==> src/rtl/imu_burst_reader_if.sv <==
// Byte-level SPI master handshake between the IMU burst sequencer and the SPI shifter.
// The sequencer side is the master modport; the SPI byte engine is the slave modport.
interface imu_burst_reader_if;
    logic       spi_start;
    logic [7:0] spi_tx_data;
    logic       spi_cs_hold;
    logic       spi_busy;
    logic       spi_done;
    logic [7:0] spi_rx_data;

    modport master (
        output spi_start, spi_tx_data, spi_cs_hold,
        input  spi_busy, spi_done, spi_rx_data
    );

    modport slave (
        input  spi_start, spi_tx_data, spi_cs_hold,
        output spi_busy, spi_done, spi_rx_data
    );
endinterface

==> src/rtl/imu_burst_reader.sv <==
// Periodic IMU burst reader: reads N_BYTES registers over SPI with SS held and
// publishes accel/temp/gyro as one atomic big-endian sample.
module imu_burst_reader #(
    parameter int         SAMPLE_PERIOD = 1000,
    parameter logic [7:0] START_REG     = 8'h3B,
    parameter int         N_BYTES       = 14,
    parameter int         TIMEOUT       = 4096
) (
    input  logic                clk,
    input  logic                rst,
    input  logic                enable,
    imu_burst_reader_if.master  spi,
    output logic signed [15:0]  accel_x,
    output logic signed [15:0]  accel_y,
    output logic signed [15:0]  accel_z,
    output logic signed [15:0]  temp,
    output logic signed [15:0]  gyro_x,
    output logic signed [15:0]  gyro_y,
    output logic signed [15:0]  gyro_z,
    output logic                sample_valid,
    output logic                overrun,
    output logic                timeout_err
);

    localparam int MAX_BYTES = 14;
    localparam int TMR_W     = $clog2(SAMPLE_PERIOD);
    localparam int WT_W      = $clog2(TIMEOUT + 1);

    typedef enum logic [2:0] {IDLE, CMD, W_CMD, DAT, W_DAT, FIN} state_t;

    state_t           state, state_nxt;
    logic [TMR_W-1:0] tmr;
    logic             tick;
    logic [WT_W-1:0]  wt;
    logic             wt_expired;
    logic [3:0]       idx;
    logic [7:0]       shadow    [MAX_BYTES];
    logic [7:0]       bytes_nxt [MAX_BYTES];
    logic             capture;
    logic             last;
    logic             abort;

    assign tick       = enable && (tmr == TMR_W'(SAMPLE_PERIOD - 1));
    assign wt_expired = (wt == WT_W'(TIMEOUT - 1));

    always_ff @(posedge clk) begin
        if (rst || !enable || tick) begin
            tmr <= '0;
        end else begin
            tmr <= tmr + TMR_W'(1);
        end
    end

    always_comb begin
        state_nxt       = state;
        spi.spi_start   = 1'b0;
        spi.spi_tx_data = 8'h00;
        capture         = 1'b0;
        last            = 1'b0;
        abort           = 1'b0;
        case (state)
            IDLE: begin
                if (tick) state_nxt = CMD;
            end
            CMD: begin
                if (!spi.spi_busy) begin
                    spi.spi_start   = 1'b1;
                    spi.spi_tx_data = START_REG | 8'h80;
                    state_nxt       = W_CMD;
                end
            end
            W_CMD: begin
                if (spi.spi_done) begin
                    state_nxt = DAT;
                end else if (wt_expired) begin
                    abort     = 1'b1;
                    state_nxt = IDLE;
                end
            end
            DAT: begin
                if (!spi.spi_busy) begin
                    spi.spi_start = 1'b1;
                    state_nxt     = W_DAT;
                end
            end
            W_DAT: begin
                if (spi.spi_done) begin
                    capture = 1'b1;
                    if (idx == 4'(N_BYTES - 1)) begin
                        last      = 1'b1;
                        state_nxt = FIN;
                    end else begin
                        state_nxt = DAT;
                    end
                end else if (wt_expired) begin
                    abort     = 1'b1;
                    state_nxt = IDLE;
                end
            end
            FIN:     state_nxt = IDLE;
            default: state_nxt = IDLE;
        endcase
    end

    // Shadow view including the byte arriving this cycle, so the final byte
    // lands in the published sample on the same edge as the FIN transition.
    always_comb begin
        for (int i = 0; i < MAX_BYTES; i++) bytes_nxt[i] = shadow[i];
        if (capture) bytes_nxt[idx] = spi.spi_rx_data;
    end

    assign spi.spi_cs_hold = (state == CMD) || (state == W_CMD) ||
                             (state == DAT) || (state == W_DAT);
    assign sample_valid    = (state == FIN);
    assign overrun         = tick && (state != IDLE);
    assign timeout_err     = abort;

    always_ff @(posedge clk) begin
        if (rst) begin
            state   <= IDLE;
            wt      <= '0;
            idx     <= '0;
            accel_x <= '0;
            accel_y <= '0;
            accel_z <= '0;
            temp    <= '0;
            gyro_x  <= '0;
            gyro_y  <= '0;
            gyro_z  <= '0;
            for (int i = 0; i < MAX_BYTES; i++) shadow[i] <= '0;
        end else begin
            state <= state_nxt;
            if ((state == W_CMD || state == W_DAT) && !spi.spi_done && !wt_expired) begin
                wt <= wt + WT_W'(1);
            end else begin
                wt <= '0;
            end
            if (state == W_CMD && spi.spi_done) begin
                idx <= '0;
            end else if (capture) begin
                idx <= idx + 4'd1;
            end
            if (capture) begin
                for (int i = 0; i < MAX_BYTES; i++) shadow[i] <= bytes_nxt[i];
            end
            if (last) begin
                accel_x <= $signed({bytes_nxt[0],  bytes_nxt[1]});
                accel_y <= $signed({bytes_nxt[2],  bytes_nxt[3]});
                accel_z <= $signed({bytes_nxt[4],  bytes_nxt[5]});
                temp    <= $signed({bytes_nxt[6],  bytes_nxt[7]});
                gyro_x  <= $signed({bytes_nxt[8],  bytes_nxt[9]});
                gyro_y  <= $signed({bytes_nxt[10], bytes_nxt[11]});
                gyro_z  <= $signed({bytes_nxt[12], bytes_nxt[13]});
            end
        end
    end

endmodule

==> src/flat_wrapper.sv <==
// flat-port wrapper written by rule: the top's interface ports become plain ports
module imu_burst_reader_flat 
#(
    parameter int         SAMPLE_PERIOD = 1000,
    parameter logic [7:0] START_REG     = 8'h3B,
    parameter int         N_BYTES       = 14,
    parameter int         TIMEOUT       = 4096
)
  (clk, rst, enable, accel_x, accel_y, accel_z, temp, gyro_x, gyro_y, gyro_z, sample_valid, overrun, timeout_err, spi_spi_start, spi_spi_tx_data, spi_spi_cs_hold, spi_spi_busy, spi_spi_done, spi_spi_rx_data);
  imu_burst_reader_if spi_i ();
  input  logic clk;
  input  logic rst;
  input  logic enable;
  output logic signed [15:0] accel_x;
  output logic signed [15:0] accel_y;
  output logic signed [15:0] accel_z;
  output logic signed [15:0] temp;
  output logic signed [15:0] gyro_x;
  output logic signed [15:0] gyro_y;
  output logic signed [15:0] gyro_z;
  output logic sample_valid;
  output logic overrun;
  output logic timeout_err;
  output wire logic [$bits(spi_i.spi_start)-1:0] spi_spi_start;
  output wire logic [$bits(spi_i.spi_tx_data)-1:0] spi_spi_tx_data;
  output wire logic [$bits(spi_i.spi_cs_hold)-1:0] spi_spi_cs_hold;
  input wire logic [$bits(spi_i.spi_busy)-1:0] spi_spi_busy;
  input wire logic [$bits(spi_i.spi_done)-1:0] spi_spi_done;
  input wire logic [$bits(spi_i.spi_rx_data)-1:0] spi_spi_rx_data;
  assign spi_spi_start = spi_i.spi_start;
  assign spi_spi_tx_data = spi_i.spi_tx_data;
  assign spi_spi_cs_hold = spi_i.spi_cs_hold;
  assign spi_i.spi_busy = spi_spi_busy;
  assign spi_i.spi_done = spi_spi_done;
  assign spi_i.spi_rx_data = spi_spi_rx_data;
  imu_burst_reader #(.SAMPLE_PERIOD(SAMPLE_PERIOD), .START_REG(START_REG), .N_BYTES(N_BYTES), .TIMEOUT(TIMEOUT)) u_core (.clk(clk), .rst(rst), .enable(enable), .spi(spi_i), .accel_x(accel_x), .accel_y(accel_y), .accel_z(accel_z), .temp(temp), .gyro_x(gyro_x), .gyro_y(gyro_y), .gyro_z(gyro_z), .sample_valid(sample_valid), .overrun(overrun), .timeout_err(timeout_err));
endmodule
==> config.mk <==
export PLATFORM = sky130hd
export DESIGN_NAME = imu_burst_reader_flat
export DESIGN_NICKNAME = d
export VERILOG_FILES = /design/src/rtl/imu_burst_reader_if.sv /design/src/rtl/imu_burst_reader.sv /design/src/flat_wrapper.sv
export SDC_FILE = /design/constraint.sdc
export NUM_CORES = 1
export LEC_CHECK = 0
export BUFFER_PORTS_ARGS = -buffer_cell sky130_fd_sc_hd__buf_2
export CAP_MARGIN = 10
export CORE_MARGIN = 2
export CORE_UTILIZATION = 50
export CTS_CLUSTER_SIZE = 40
export DETAILED_ROUTE_END_ITERATION = 8
export GPL_ROUTABILITY_DRIVEN = 0
export PLACE_DENSITY = 0.71
export SETUP_SLACK_MARGIN = 0.5
export SLEW_MARGIN = 10
export SYNTH_ARGS = -nofsm -noshare
export SYNTH_HDL_FRONTEND = slang
export SYNTH_SLANG_ARGS = --single-unit
==> constraint.sdc <==
create_clock -name clk -period 4 [get_ports clk]
set_clock_uncertainty 0.1 [all_clocks]
set_input_delay 0.4 -clock clk [delete_from_list [all_inputs] [get_ports clk]]
set_output_delay 0.4 -clock clk [all_outputs]
set_load 0.05 [all_outputs]
# == Word-level counts from Yosys, hierarchy flattened ==
# Memory sizes are Yosys's and may differ from the RTL's.
# Index checks and enable logic that the tools add are counted.
# Widths: inputs -> output; s select.
# totals
register_bits,142
latchBits,0
mem_bits_rw,112
rom_bits,0
elab_cells,109
mem_count,1
# classes
addsub,3
mul,0
n_div,0
order_cmp,2
eq_ne,11
shifts,0
muxes,43
n_bitwise,16
n_reduce_logical,22
# mem_list
name,words,word_bits,rd,rd_clocked_by_memory_dff,write_ports,line,source
u_core.shadow,14,8,14,0,14,imu_burst_reader.sv:37,logic [7:0] shadow [MAX_BYTES];
# op_table
op,n
$mux 8,17
$bwmux 112,1
$mux 112,1
$demux 8 s4,1
$mux 3,7
$mux 1,15
$pmux 3 s5,1
$or 1x1->1,14
$add 13x1->13 const B,1
$eq 13x12->1 const B,1
$add 10x1->10 const B,1
$eq 10x10->1 const B,1
$reduce_or 2->1,4
$eq 3x2->1 const B,2
$eq 3x3->1 const B,2
$logic_and 1x1->1,6
$logic_or 1x1->1,6
$ge 5x5->1 const B,1
$lt 5x1->1 const B,1
$not 4->5,1
$add 4x1->4 const B,1
$eq 4x4->1 const B,1
$ne 2x2->1 const B,2
$eq 3x1->1 const B,1
other kinds (6),8

# == Depth between registers and ports, before layout ==
# Gate-level depths: netlist (run 1).
# depth
depth_word,8
depth_mapped,9
depth_no_buf,6

# == Least setup slack after synthesis (run 1) ==
# No wires, ideal clock.
# synth_path
kind,register to register
start,register u_core.state[0]
end,memory u_core.shadow[0][0] (enable)
arrival_ns,2.403
required_time_ns,3.481
setup_slack_ns,1.078
stages_incl_launch_ff,7
path_buffers,3
cell_sequence,dfxtp_1 > nor2_2 > and3_1 > buf_4 > buf_4 > buf_2 > or2_2
# synth_rtl
item,line,source
"start, declared",imu_burst_reader.sv:31,"state_t state, state_nxt;"
"start signal, assigned",imu_burst_reader.sv:132,state <= state_nxt;
"end, declared",imu_burst_reader.sv:37,

# == Final worst setup path (run 1) ==
# layout_path
start,register u_core.wt[0]
end,output timeout_err
# layout_between
elab_chain_len,4
# layout_lines
item,line,source
"start, declared",imu_burst_reader.sv:34,logic [WT_W-1:0] wt;
"start signal, assigned",imu_burst_reader.sv:134,wt <= wt + WT_W'(1);
$eq 13x12->1,imu_burst_reader.sv:44,assign wt_expired = (wt == WT_W'(TIMEOUT - 1));
$mux 1,"imu_burst_reader.sv:75, imu_burst_reader.sv:95",
$mux 1,imu_burst_reader.sv:87,if (spi.spi_done) begin
$mux 1,--,
"end, declared",flat_wrapper.sv:23,output logic timeout_err;
# No other way between the ends.

==> metrics.yaml, run 1 <==
synth:
  synth_top_area_share_pct: 31.2
  netlist_instances: 1060
  ys_warn_count: 0
  synth_edf_count: 104
  ys_ff_latch: 246
  syn_area_um2: 10000
  synth_ff_type: "dfxtp_1"
  synthArstFlopShare_pct: 0
  ys_top_cells_by_area: "edfxtp_1, dfxtp_1, nand2_1"
  synth_area_leader_cell: "edfxtp_1"
  synth_cell_types: 45
  ys_seq_area_share_pct: 59.7
  synth_area_per_cell_um2: 9.43
floorplanning:
  start_util_pct: 51.2
  num_rows: 51
  die_area_um2: 21100
  core_um2: 19500
  die_height_um: 145
  ios: 138
  dieWidth_um: 145
sta:
  finalSetupTns_ps: 0
  rsz0062_at_grt: "no"
  max_freq_mhz: 325
  finalCriticalPeriod_ps: 3080
  fin_crit_sh_pct: 76.9
  maxSlewHeadroom_pct: 29.3
  finalSetupViolations: 0
  final-hold-violation-count: 0
  slew_viol_final: 0
  worst_pin_slew_ps: 1060
clocking:
  cts_buffers: 25
  clk_path_buf_depth: 3
  post-cts-setup-buffers: 0
  cts_hold_buf: 0
  h-tree-depth: 1
  cts_tree: "done"
  cts_resized: 0
  clkSlewWorstSetupHoldPaths_ps: 60
  clock_latency_ps: 520
  root_buffer: "clkbuf_16"
  cts_sinks: 246
setup_path:
  reg2reg_slack_ps: 1210
  endpoint_kind: "primary output"
  crit_arrival_ps: 2580
  cp-start-kind: "flop"
  crit_fanout: 5
  required_ps: 3500
  critPathKind: "reg2out"
grt:
  globalRouteTotalUtil_pct: 21.0
  grt_antenna_before_repair: 0
  grt_pass1_wl_mm: 37.0
  grt_pass1_vias: 7046
  grt-ovfl-total: 0
  grt_max_degree: 101
placement:
  place.port_buffers: 135
  post-place-cells: 1387
  dp_hpwl_mm: 14.4
  placed_area_um2: 10600
final_layout:
  diodes: 0
  layout-drive-gt1-share_pct: 17.0
  fin_cells: 1433
  final_area_um2: 11500
  final_nets: 1168
  final_common_cell: "nand2_1"
  area_growth_pct: 14.8
  layout_common_cells: "nand2_1, dfxtp_1, a21oi_1"
power_and_ir_drop:
  total_leakage_power_nw: 4.19
  fin_total_pwr_mw: 5.14
  ir_worst_vdd_uv: 284
  power.density_nw_per_um2: 448
route:
  routed_wl_mm: 22.7
  drtIter0Drc: 757
  dr.pass1.iters: 5
  drtAntennaViolNets: 0
  highest_layer: "met4"
  drc: 0
  wl_met3_mm: 1.32
  wl_met2_mm: 10.4
  vias_per_cell: 5.38
  wire_per_inst_um: 15.8
  wl_met1_mm: 10.6
  routed-via-count: 7716
run_status:
  status: "completed"
run:
  cap_violations: 0
hold_path:
  hp-class: "in2reg"
## Yosys cell counts (8+ instances only)
cell and count:
o21ai_1 21, clkbuf_1 34, o21ai_0 59, nand4_1 9
a211oi_1 8, buf_6 10, nor2_1 41, xor2_1 9
mux2i_1 10, buf_2 26, nand3_1 96, edfxtp_1 104
nand2_1 271, a21oi_1 135, dfxtp_1 142, xnor2_1 12
buf_4 12
## metal layers
| metal | vias to the layer above | track usage, % |
|---|---|---|
| met5 | - | 0 |
| met4 | 0 | 5.00 |
| met3 | 35 | 3.29 |
| met2 | 237 | 32.5 |
| met1 | 3621 | 31.0 |
| li1 | 3823 | - |
## path summary, 6_finish.rpt
path | startpoint | end | cells past startpoint
setup reg to reg | u_core.state[1] | u_core.shadow[0][26] | 6
setup / recovery | u_core.wt[0] | timeout_err | 6
hold reg to reg | u_core.wt[12] | u_core.wt[12] | 1
hold / removal | spi_spi_busy | u_core.state[2] | 2
## through the flow
stage | hold slack, ps | utilization, % | setup slack [ps]
finish | 49.3 | 58.8 | 924
global route | 62.2 | 58.8 | 785
CTS | 40.8 | 58.8 | 904
detailed placement | 333 | 54.5 | 1270
global placement | 326 | 54.5 | 1400
floorplan | 313 | - | 1080
## flip-flops by register name (all words and copies together) (netlist names)
register	count
u_core.shadow	104
u_core.gyro_z	16
u_core.accel_y	16
u_core.wt	13
u_core.idx	4
u_core.accel_z	16
u_core.tmr	10
u_core.state	3
u_core.temp	16
u_core.accel_x	16
u_core.gyro_x	16
u_core.gyro_y	16
## worst max-delay path: stages, from the launching register on
cell     delay (ps)
dfxtp_1         380
ha_1            240
nand3_2         110
or3_4           410
or3_1           480
nor2_1          160
buf_2           280
## layout make-up
cell class	instances	area (um2)
sequential	246	5970
inverter	5	18.8
multi-input combinational	726	3560
timing repair buffer	145	766
clock inverter	10	81.3
fill	1726	8050
tap	265	332
clock buffer	36	758
## cells by family after synthesis
kind of cell	count (synthesis)	synth area share, %
mux	10	1.00
fa+ha+maj	6	0.751
xor+xnor	21	1.84
compound gates	228	11.9
other cells	1	0.0375
flops	246	59.7
simple gates	459	19.9
buf+inv	89	4.89
## where the power goes
| part | total [mW] | switching [mW] | internal (mW) |
|---|---|---|---|
| registers | 2.71 | 0.0351 | 2.67 |
| clock network | 2.34 | 0.960 | 1.38 |
| logic | 0.0937 | 0.0723 | 0.0214 |
Note: power is estimated with default switching activity, not from simulation.
==> run 2, diff against run 1 <==
Clock period 4 ns to 3.07 ns, I/O delays scaled along.
==> run 2 against run 1 <==
Die area stayed put. Clock-buffer cell count grew 1. Core utilization is 0.97 points higher. Global-route usage grew 0.17 points. Register-to-register slack lost 540 ps.
==> metrics.yaml, run 2 (same netlist as run 1, synthesis figures left out) <==
sta:
  worst_pin_slew_ps: 758
  fin_crit_sh_pct: 83.9
  slew_viol_final: 0
  rsz0062_at_grt: "yes"
  whs_ps: 16.2
  maxSlewHeadroom_pct: 49.5
  final-hold-violation-count: 0
  finalCriticalPeriod_ps: 2580
  finalSetupViolations: 0
  finalSetupTns_ps: 0
  max_freq_mhz: 388
grt:
  grt_pass1_wl_mm: 37.2
  grt_pass1_vias: 7152
  grt_max_degree: 105
  grt_antenna_before_repair: 0
  grt-ovfl-total: 0
  globalRouteTotalUtil_pct: 21.1
final_layout:
  layout-drive-gt1-share_pct: 17.8
  final_common_cell: "nand2_1"
  top_register: "u_core.shadow"
  area_growth_pct: 16.7
  fin_cells: 1448
  finish.utilization_pct: 59.8
  largest_register_ffs: 104
  fillCellCount: 1717
  layout_common_cells: "nand2_1, dfxtp_1, a21oi_1"
  final_nets: 1182
  diodes: 0
setup_path:
  cp_common_cell: "or3_4"
  cp_slowest_cell: "or3_4"
  crit_arrival_ps: 2170
  max_stage_delay_ps: 410
  cp_cell_sequence: "ha_4, nand3_4, or3_4, or3_4, nor2_4, buf_8"
  endpoint_kind: "primary output"
  cp-start-kind: "flop"
  critPathKind: "reg2out"
  crit_fanout: 2
  required_ps: 2660
clocking:
  h-tree-depth: 1
  clk_path_buf_depth: 3
  root_buffer: "clkbuf_16"
  clock_latency_ps: 530
  cts_buffers: 26
  clkSlewWorstSetupHoldPaths_ps: 60
  cts_sinks: 246
  cts_tree: "done"
floorplanning:
  die_height_um: 145
  core_um2: 19500
  dieWidth_um: 145
  ios: 138
  die_area_um2: 21100
  start_util_pct: 51.2
  num_rows: 51
route:
  drtAntennaViolNets: 0
  wire_per_inst_um: 15.9
  vias_per_cell: 5.42
  routed-via-count: 7852
  routed_wl_mm: 23.1
  dr.pass1.iters: 5
  drtIter0Drc: 612
  drc: 0
run:
  cap_violations: 0
power_and_ir_drop:
  power.density_nw_per_um2: 567
  total_leakage_power_nw: 4.24
  fin_total_pwr_mw: 6.62
  ir_worst_vdd_uv: 377
placement:
  place.port_buffers: 135
  dp_hpwl_mm: 14.1
  post-place-cells: 1389
hold_path:
  hp-class: "in2reg"
run_status:
  status: "completed"
## run 2: final cells by class
class / instances / area, um2 / area share [%]
clock inverters: 11 / 88.8 / 0.761
repair buffers: 158 / 933 / 8.00
well taps: 265 / 332 / 2.84
clock buffers: 37 / 712 / 6.10
inverters: 5 / 18.8 / 0.161
flip-flops and latches: 246 / 5970 / 51.2
multi-input cells: 726 / 3610 / 31.0
## run 2: worst paths after layout
path,start,slack (ps),to,cells after the start
min reg2reg,u_core.tmr[0],340,u_core.tmr[0],1
min,spi_spi_rx_data[1],20,u_core.gyro_z[1],3
max reg2reg,u_core.state[0],670,u_core.shadow[0][73],6
max,u_core.wt[1],490,timeout_err,6
## run 2: per-stage QoR
stage	setup slack [ps]	instance area (um2)
floorplan	665	10000
global placement	682	10700
detailed placement	610	10700
CTS	497	11600
global route	429	11700
finish	494	11700
## run 2: report_power, final
group          leakage [nW]  total (mW)  internal [mW]  switching, mW
Clock                 0.395        2.96           1.70           1.26
Sequential             2.15        3.53           3.48         0.0437
Combinational          1.70       0.130         0.0336         0.0966
## run 2: routing by layer
metal / GRT usage [%] / part of all wire (%)
met2: 34.2 / 47
met4: 4.80 / 1.8
met5: 0 / 0
met3: 3.20 / 5.2
met1: 30.2 / 46
## run 2: timing repair
| item | 4_1_cts | 5_1_grt |
|---|---|---|
| endpoints found under the hold margin | 6 | 0 |
| endpoints found under the setup margin | 1 | 155 |
| resized for setup | 8 | 10 |
| hold buffers | 5 | 0 |
| setup buffers | 6 | 0 |
| pin swaps | 4 | 1 |
| gates cloned | 0 | 0 |
## run 2: critical path, delay by kind of cell, from the launching register on
family | cells | cell delay (ps)
fa+ha+maj | 1 | 150
buf+inv | 1 | 150
flops | 1 | 350
simple gates | 4 | 1000
==> run 3, diff against run 2 <==
Settings changed: ABC_AREA set to 1.
Clock period 3.07 ns to 2.5 ns, I/O delays scaled along.
==> run 3 against run 2 <==
Sequential share of layout area decreased by 6.5 points. Critical path depth stayed put. Worst setup slack got worse by 34 ps. Register-to-register slack worse by 140 ps. Global-route usage increased by 2.5 points. Total power is 25% higher. Flip-flop and latch count unchanged. Routed wire length up 24%. Non-clock buffer count grew 35. Die area rose by 5.8%. Sequential power increased by 21%. Largest power group unchanged.
==> metrics.yaml, run 3 <==
floorplanning:
  num_rows: 53
  dieWidth_um: 150
  die_height_um: 150
  die_area_um2: 22400
  core_um2: 20900
  ios: 138
  start_util_pct: 50.7
clocking:
  cts_sinks: 246
  cts_tree: "done"
  root_buffer: "clkbuf_16"
  clkSlewWorstSetupHoldPaths_ps: 60
  cts_buffers: 26
  h-tree-depth: 1
  clock_latency_ps: 530
  clk_path_buf_depth: 3
route:
  drtIter0Drc: 789
  routed_wl_mm: 28.6
  routed-via-count: 9165
  dr.pass1.iters: 6
  vias_per_cell: 5.55
  wire_per_inst_um: 17.4
  drtAntennaViolNets: 0
  drc: 0
final_layout:
  area_growth_pct: 26.6
  fin_cells: 1651
  diodes: 0
  final_common_cell: "nor2_1"
  fillCellCount: 1713
  layout-drive-gt1-share_pct: 23.8
  final_nets: 1376
  top_register: "u_core.shadow"
  finish.utilization_pct: 64.2
  layout_common_cells: "nor2_1, inv_1, nand2_1"
  final_area_um2: 13400
  largest_register_ffs: 104
placement:
  place.port_buffers: 135
  placed_area_um2: 11500
  post-place-cells: 1563
  dp_hpwl_mm: 16.3
run_status:
  status: "completed"
synth:
  syn_area_um2: 10600
  synth_area_per_cell_um2: 8.74
  ys_ff_latch: 246
  synthTopCellsByCount: "nor2_1, dfxtp_1, nand2_1, inv_1, o21ai_0"
  ys_seq_area_share_pct: 56.3
  synth_cell_types: 33
  synth_edf_count: 104
  netlist_instances: 1212
  ys_top_cells_by_area: "edfxtp_1, dfxtp_1, nor2_1"
  synth_ff_type: "dfxtp_1"
  synth_most_common_cell: "nor2_1"
  synth_top_area_share_pct: 29.5
  synthArstFlopShare_pct: 0
  synth_area_leader_cell: "edfxtp_1"
  ys_warn_count: 0
sta:
  slew_viol_final: 0
  maxSlewHeadroom_pct: 59.9
  whs_ps: 46.9
  finalSetupTns_ps: 0
  finalCriticalPeriod_ps: 2040
  final-hold-violation-count: 0
  fin_crit_sh_pct: 81.6
  max_freq_mhz: 490
  rsz0062_at_grt: "yes"
  worst_pin_slew_ps: 601
  finalSetupViolations: 0
grt:
  grt_pass1_vias: 7995
  grt-ovfl-total: 0
  grt_antenna_before_repair: 0
  globalRouteTotalUtil_pct: 23.7
  grt_max_degree: 81
  grt_pass1_wl_mm: 42.3
setup_path:
  required_ps: 2150
  endpoint_kind: "primary output"
  cp_slowest_cell: "dfxtp_2"
  cp-start-kind: "flop"
  cp_cell_sequence: "ha_4, nand3_4, nor2_4, nand2_4, nor3_4, buf_6"
  crit_fanout: 4
  critPathKind: "reg2out"
  crit_arrival_ps: 1690
  max_stage_delay_ps: 360
power_and_ir_drop:
  ir_worst_vdd_uv: 632
  total_leakage_power_nw: 6.02
  power.density_nw_per_um2: 616
run:
  cap_violations: 0
hold_path:
  hp-class: "in2reg"
-- run 3: cell types whose count changed after synthesis, sizes merged, moves of 15 or more --
cell / change
o211ai: +44
nand2: -127
nor2: +128
o21ai: +37
nand3: -33
a21oi: -52
nor3: +30
buf: -15
a21o: +40
inv: +141
-- run 3: power by group --
part / switching [mW] / internal [mW] / total (mW)
clock: 1.57 / 2.19 / 3.75
sequential: 0.0221 / 4.25 / 4.27
combinational: 0.190 / 0.0524 / 0.242
-- run 3: per-layer routing --
layer / global-route usage, % / up-vias / wire, um
li1: - / 4353 / -
met1: 33.0 / 4367 / 11900
met2: 38.2 / 371 / 13700
met3: 3.66 / 74 / 2230
met4: 7.10 / 0 / 836
met5: 0 / - / 0
-- run 3: timing repair --
item / 4_1_cts / 5_1_grt
gates cloned: 3 / 9
buffers inserted: 8 / 20
gates resized for setup: 38 / 118
pin swaps: 6 / 11
hold buffers: 1 / 0
hold endpoints to repair: 1 / 0
setup endpoints to repair: 237 / 271
-- run 3: kinds of logic after synthesis --
group	share of synthesized area [%]
AND/OR/NAND/NOR	18.2
AO/OA/AOI/OAI	15.8
flip-flops	56.3
buffers and inverters	8.54
adder cells (fa/ha/maj)	0.709
XOR/XNOR	0.331
other	0.0354
-- run 3: through the flow --
stage / setup WS, ps / power (mW)
floorplan: 567 / 4.49
global placement: 350 / 4.58
detailed placement: 245 / 4.58
CTS: 334 / 8.27
global route: 394 / 8.48
finish: 460 / 8.26
-- run 3: worst paths after layout --
kind	from	endpoint	slack [ps]	cells after the start
worst min-delay path	rst	u_core.gyro_z[9]	50	4
worst max-delay path	u_core.wt[0]	timeout_err	460	6
worst max register to register	u_core.idx[1]	u_core.accel_x[15]	530	9
worst min register to register	u_core.tmr[0]	u_core.tmr[0]	320	1
-- run 3: cell type report --
| class | count | area [um2] | share of cell area, % |
|---|---|---|---|
| tap | 275 | 344 | 2.57 |
| inverter | 147 | 566 | 4.22 |
| multi-input combinational | 743 | 4100 | 30.6 |
| clock buffer | 44 | 810 | 6.04 |
| sequential | 246 | 5990 | 44.6 |
| clock inverter | 3 | 15.0 | 0.112 |
| timing repair buffer | 193 | 1590 | 11.8 |
-- run 3: critical path, delay by kind of cell (launching register included) --
family | cells | cell delay (ps)
adders and majority gates | 1 | 150
and+or+nand+nor | 4 | 470
buffers and inverters | 1 | 180
DFF | 1 | 360
